## src/rtl/mem_port_arbiter.sv

```systemverilog
// ============================================================================
// Module   : mem_port_arbiter
// Brief    : Serialises instruction-fetch and load/store requests onto one
//            single-port memory, with fixed/round-robin priority and timeout.
// Revision : 1.0 - initial release
// ============================================================================
`timescale 1ns/1ps
`default_nettype none

module mem_port_arbiter #(
    parameter int unsigned TIMEOUT  = 16,
    parameter bit          FAIR     = 1'b0,
    parameter logic [31:0] ERR_DATA = 32'hDEADBEEF
) (
    input  logic        clk,
    input  logic        reset_n,

    input  logic        if_req_valid,
    input  logic [31:0] if_req_addr,
    output logic        if_req_ready,
    output logic        if_resp_valid,
    output logic [31:0] if_resp_data,

    input  logic        d_req_valid,
    input  logic        d_req_we,
    input  logic [31:0] d_req_addr,
    input  logic [31:0] d_req_wdata,
    output logic        d_req_ready,
    output logic        d_resp_valid,
    output logic [31:0] d_resp_data,

    output logic        mem_req,
    output logic        mem_we,
    output logic [31:0] mem_addr,
    output logic [31:0] mem_wdata,
    input  logic        mem_ack,
    input  logic [31:0] mem_rdata,

    output logic        mem_timeout,
    output logic        busy
);

    typedef enum logic [0:0] {
        S_IDLE = 1'b0,
        S_BUSY = 1'b1
    } state_t;

    typedef enum logic [0:0] {
        OWN_IF = 1'b0,
        OWN_D  = 1'b1
    } owner_t;

    // The counter only ever reaches TIMEOUT-1 before the access ends.
    localparam int unsigned CNT_W    = (TIMEOUT > 1) ? $clog2(TIMEOUT) : 1;
    localparam bit          TO_EN    = (TIMEOUT > 0);
    localparam logic [CNT_W-1:0] CNT_LAST = TO_EN ? CNT_W'(TIMEOUT - 1) : '0;

    state_t            state_q,         state_d;
    owner_t            owner_q,         owner_d;
    owner_t            last_grant_q,    last_grant_d;
    logic              we_q,            we_d;
    logic [31:0]       addr_q,          addr_d;
    logic [31:0]       wdata_q,         wdata_d;
    logic [CNT_W-1:0]  cnt_q,           cnt_d;
    logic              if_resp_valid_q, if_resp_valid_d;
    logic              d_resp_valid_q,  d_resp_valid_d;
    logic [31:0]       if_resp_data_q,  if_resp_data_d;
    logic [31:0]       d_resp_data_q,   d_resp_data_d;
    logic              mem_timeout_q,   mem_timeout_d;

    logic              grant_if;
    logic              grant_d;
    logic              expire;
    logic              finish;
    logic [31:0]       resp_value;

    // Grant decision; readys are also held low while reset is asserted.
    always_comb begin
        grant_if = 1'b0;
        grant_d  = 1'b0;
        if ((state_q == S_IDLE) && reset_n) begin
            if (d_req_valid && (!if_req_valid || !FAIR || (last_grant_q == OWN_IF))) begin
                grant_d = 1'b1;
            end else if (if_req_valid) begin
                grant_if = 1'b1;
            end
        end
    end

    // An ack in the expiry cycle wins over the abort.
    always_comb begin
        expire     = TO_EN && (state_q == S_BUSY) && !mem_ack && (cnt_q == CNT_LAST);
        finish     = (state_q == S_BUSY) && (mem_ack || expire);
        resp_value = we_q ? 32'h0 : (mem_ack ? mem_rdata : ERR_DATA);
    end

    always_comb begin
        state_d         = state_q;
        owner_d         = owner_q;
        last_grant_d    = last_grant_q;
        we_d            = we_q;
        addr_d          = addr_q;
        wdata_d         = wdata_q;
        cnt_d           = cnt_q;
        if_resp_valid_d = 1'b0;
        d_resp_valid_d  = 1'b0;
        if_resp_data_d  = if_resp_data_q;
        d_resp_data_d   = d_resp_data_q;
        mem_timeout_d   = 1'b0;

        case (state_q)
            S_IDLE: begin
                if (grant_d || grant_if) begin
                    state_d      = S_BUSY;
                    owner_d      = grant_d ? OWN_D : OWN_IF;
                    last_grant_d = grant_d ? OWN_D : OWN_IF;
                    we_d         = grant_d && d_req_we;
                    addr_d       = grant_d ? d_req_addr : if_req_addr;
                    wdata_d      = grant_d ? d_req_wdata : 32'h0;
                    cnt_d        = '0;
                end
            end

            S_BUSY: begin
                if (finish) begin
                    state_d       = S_IDLE;
                    mem_timeout_d = expire;
                    if (owner_q == OWN_D) begin
                        d_resp_valid_d = 1'b1;
                        d_resp_data_d  = resp_value;
                    end else begin
                        if_resp_valid_d = 1'b1;
                        if_resp_data_d  = resp_value;
                    end
                end else if (TO_EN) begin
                    cnt_d = cnt_q + CNT_W'(1);
                end
            end

            default: begin
                state_d = S_IDLE;
            end
        endcase
    end

    always_ff @(posedge clk or negedge reset_n) begin
        if (!reset_n) begin
            state_q         <= S_IDLE;
            owner_q         <= OWN_IF;
            last_grant_q    <= OWN_IF;
            we_q            <= 1'b0;
            addr_q          <= 32'h0;
            wdata_q         <= 32'h0;
            cnt_q           <= '0;
            if_resp_valid_q <= 1'b0;
            d_resp_valid_q  <= 1'b0;
            if_resp_data_q  <= 32'h0;
            d_resp_data_q   <= 32'h0;
            mem_timeout_q   <= 1'b0;
        end else begin
            state_q         <= state_d;
            owner_q         <= owner_d;
            last_grant_q    <= last_grant_d;
            we_q            <= we_d;
            addr_q          <= addr_d;
            wdata_q         <= wdata_d;
            cnt_q           <= cnt_d;
            if_resp_valid_q <= if_resp_valid_d;
            d_resp_valid_q  <= d_resp_valid_d;
            if_resp_data_q  <= if_resp_data_d;
            d_resp_data_q   <= d_resp_data_d;
            mem_timeout_q   <= mem_timeout_d;
        end
    end

    assign if_req_ready  = grant_if;
    assign d_req_ready   = grant_d;
    assign if_resp_valid = if_resp_valid_q;
    assign if_resp_data  = if_resp_data_q;
    assign d_resp_valid  = d_resp_valid_q;
    assign d_resp_data   = d_resp_data_q;
    assign busy          = (state_q == S_BUSY);
    assign mem_req       = busy;
    assign mem_we        = busy && we_q;
    assign mem_addr      = busy ? addr_q  : 32'h0;
    assign mem_wdata     = busy ? wdata_q : 32'h0;
    assign mem_timeout   = mem_timeout_q;

endmodule

`default_nettype wire

```

## config.mk

```make
export PLATFORM = sky130hd
export DESIGN_NAME = mem_port_arbiter
export DESIGN_NICKNAME = d
export VERILOG_FILES = /design/src/rtl/mem_port_arbiter.sv
export SDC_FILE = /design/constraint.sdc
export NUM_CORES = 1
export LEC_CHECK = 0
export CORE_ASPECT_RATIO = 2
export CORE_MARGIN = 2
export CORE_UTILIZATION = 42
export CTS_CLUSTER_DIAMETER = 100
export DETAILED_ROUTE_END_ITERATION = 6
export PLACE_DENSITY = 0.86
export RECOVER_POWER = 100
export SLEW_MARGIN = 40
export SYNTH_ARGS = -nofsm -noshare
export SYNTH_HDL_FRONTEND = slang
export SYNTH_SLANG_ARGS = --single-unit
```

## constraint.sdc

```tcl
create_clock -name clk -period 1.9 [get_ports clk]
set_clock_uncertainty 0.1 [all_clocks]
set_input_delay 0.57 -clock clk [delete_from_list [all_inputs] [get_ports clk]]
set_output_delay 0.57 -clock clk [all_outputs]
set_load 0.02 [all_outputs]
```

==> run metrics <==
wl on met1=6740 um; Yosys top cell by area=dfrtp_1; sequential power share=0.360; f_max=465 MHz; switching power=4.48 mW; Critical Path End Type=output port; Yosys top cell area share=0.561; initial antenna violation count=0; Core Area=0.0144 mm^2; hold slack=14.5 ps; Max-slew headroom=0.601; Initial Util=0.429; Lkg Pwr=4.94 nW; final wirelength=19300 um; worst r2r path cells=7; post-layout net count=995; worst slew pin tran=598 ps; most common cell after layout, fill and taps aside=o21ai_0; Seq cells post-synth=138; CTS H-Tree Depth=4; CTS buffer count=17; Final period util=1.13; Die Height=175 um; yosys warns=0; # Max-Cap Violations=0; Synth Area in XOR/XNOR=0; DRC=0; Rows=62; Post-Synth Simple-Gate Area=0.0847; Sink Count=138; clock root cell=clkbuf_16; maximum buffer depth of the clock tree=2; setup ws final=-250 ps; post-detail-place hpwl=13800 um; r2r setup slk=50 ps; worst path required time=1230 ps; IO Count=270; Top Metal Used=met4; main combinational cell family by area after synthesis=compound AO/OA/AOI/OAI gates; Cell Pwr Density=1240 mW/mm^2; total number of vias=5633; Placed Cells=1030; top post-synthesis cells by area=dfrtp_1 (56%), o21ai_0 (12%), a22o_1 (7.0%); GRT Total Usage=0.253; WL met2=10900 um; GPL Wtd Cong=0.796; RSZ-0062 raised after global routing=yes; 1st-iter DRT viols=283; Pint=7.91 mW; Worst Hold Class=input pin to asynchronous set/reset pin; fin cells=1066; fillers=1075; vias per cell=5.28; CP arrival=1480 ps; Logic pwr share=0.375; CP Launch Type=register; grt ovf=0; Routed Antenna Nets=0; Net Sw Frac=0.362; Die W=89.6 um; syn nets=717; synthesized cell area=0.00616 mm^2; status=complete, but fails checks; Max Slew Vio Count=0; Pre-antenna DRT Iters=4; WL per Instance=18.1 um; Post-Synth Adder-Cell Area=0.00203; largest net degree at the start of global routing=115; Clock power frac=0.265; vias in the first global route=5866; Max IR drop VDD=633 uV; post-synthesis cell count=582; FF-to-FF Start=busy; first-pass GRT wire length=30600 um; multiplexer area fraction after synthesis=0.0554; post-synth cell types=28; commonest cells after routing, fill and taps aside=o21ai_0 (150), dfrtp_1 (137), clkdlybuf4s50_1 (131), dlygate4sd2_1 (68), buf_6 (59); CTS tree=done; Reg clk slew, reported paths=60 ps; Skew-Pair Late Insertion Delay=400 ps; Synth Area in Compound Gates=0.239; R2R Path End=addr_q[3]; sequential-to-total area share from yosys stat=0.561; WS Path Type=register to output port; WL met3=874 um; Final Hold Fails=0; failing checks=setup timing; Syn Area/Cell=10.6 um^2; Syn-to-layout area delta=61.6%; min Tclk post-route=2150 ps; die area=0.0157 mm^2; fraction of layout cells with a size suffix above 1=0.223; IO buf count=269; final setup fails=69; critical path fanouts, max=8
[worst max-delay path, stage by stage, from the launching register on]
cell and delay (ps):
dfrtp_2 470, buf_6 160, nand3b_1 230, inv_2 100, buf_6 120
[cell type report]
type / count / area (um^2) / share of cell area
timing repair buffer: 311 / 3080 / 0.309
clock buffer: 18 / 439 / 0.0441
sequential: 138 / 3450 / 0.347
clock inverter: 14 / 153 / 0.0153
antenna: 1 / 2.50 / 0.000251
multi-input combinational: 363 / 2480 / 0.249
tap: 192 / 240 / 0.0241
inverter: 29 / 109 / 0.0109
[stage by stage]
step	cell area [um^2]	TNS [ps]	util	worst slack (ps)	power, mW
after floorplan	6200	0	-	10.1	6.80
after CTS	9780	-9270	0.681	-287	12.4
after global routing	9950	-12150	0.693	-314	13.1
final	9950	-8210	0.694	-250	12.4
after global placement	9310	-47230	0.649	-589	9.36
after detailed placement	9310	-48800	0.649	-618	9.51
[registers in the layout, indices dropped and copies added (netlist names)]
register       flops
wdata_q           32
owner_q            1
busy               1
we_q               1
cnt_q              4
if_resp_valid      1
addr_q            32
if_resp_data      32
mem_timeout        1
d_resp_valid       1
d_resp_data       32
[power groups by stage]
stage / Combinational [mW] / Sequential (mW) / Clock, mW
after floorplan: 1.56 / 5.24 / 0
after global placement: 4.91 / 4.46 / 0
after detailed placement: 5.01 / 4.51 / 0
after CTS: 4.57 / 4.45 / 3.36
after global routing: 5.02 / 4.58 / 3.47
final: 4.64 / 4.46 / 3.28
[cells by family (layout without fill, tap and decap cells)]
group                    count (synthesis)  after routing
adder cells (fa/ha/maj)                  1              1
AO/OA/AOI/OAI                          241            241
flip-flops                             138            138
buffers and inverters                   81            372
AND/OR/NAND/NOR                         87             87
other                                    0              1
multiplexers                            34             34
[metal layers]
layer  GRT usage  up-vias
met4       0.129        0
met2       0.446      233
li1            -     2603
met5           0        -
met1       0.281     2753
met3      0.0442       44
[cells in the mapped netlist]
cell type / instances
a21o_1: 25
a22o_1: 49
a31oi_2: 1
a32o_1: 1
and2_1: 65
and3_1: 1
buf_2: 15
buf_4: 5
buf_6: 2
clkbuf_1: 29
clkbuf_2: 1
dfrtp_1: 138
ha_1: 1
inv_1: 28
inv_2: 1
mux2_2: 1
mux2i_1: 33
nand2_1: 2
nand2b_1: 6
nand3_1: 3
nand3b_1: 1
nor2_1: 6
nor2b_1: 1
o21ai_0: 152
o21ai_1: 10
o221ai_1: 2
o22ai_1: 1
or2_1: 2
[how the worst max path moves through the flow]
stage	startpoint	end	slack (ps)	depth (start not counted)
5_1_grt	busy	d_req_ready	-310	4
6_report	busy	d_req_ready	-250	4
3_3_place_gp	if_req_valid	if_req_ready	-590	4
2_1_floorplan	busy	mem_addr[27]	10	4
4_1_cts	busy	d_req_ready	-290	4
3_5_place_dp	if_req_valid	if_req_ready	-620	4
[what timing repair did]
action / 4_1_cts / 5_1_grt
resized for setup: 441 / 62
hold buffers: 0 / 0
buffers inserted: 3 / 1
endpoints found under the setup margin: 137 / 98
pin swaps: 0 / 3
Note: power is estimated with default switching activity, not from simulation.
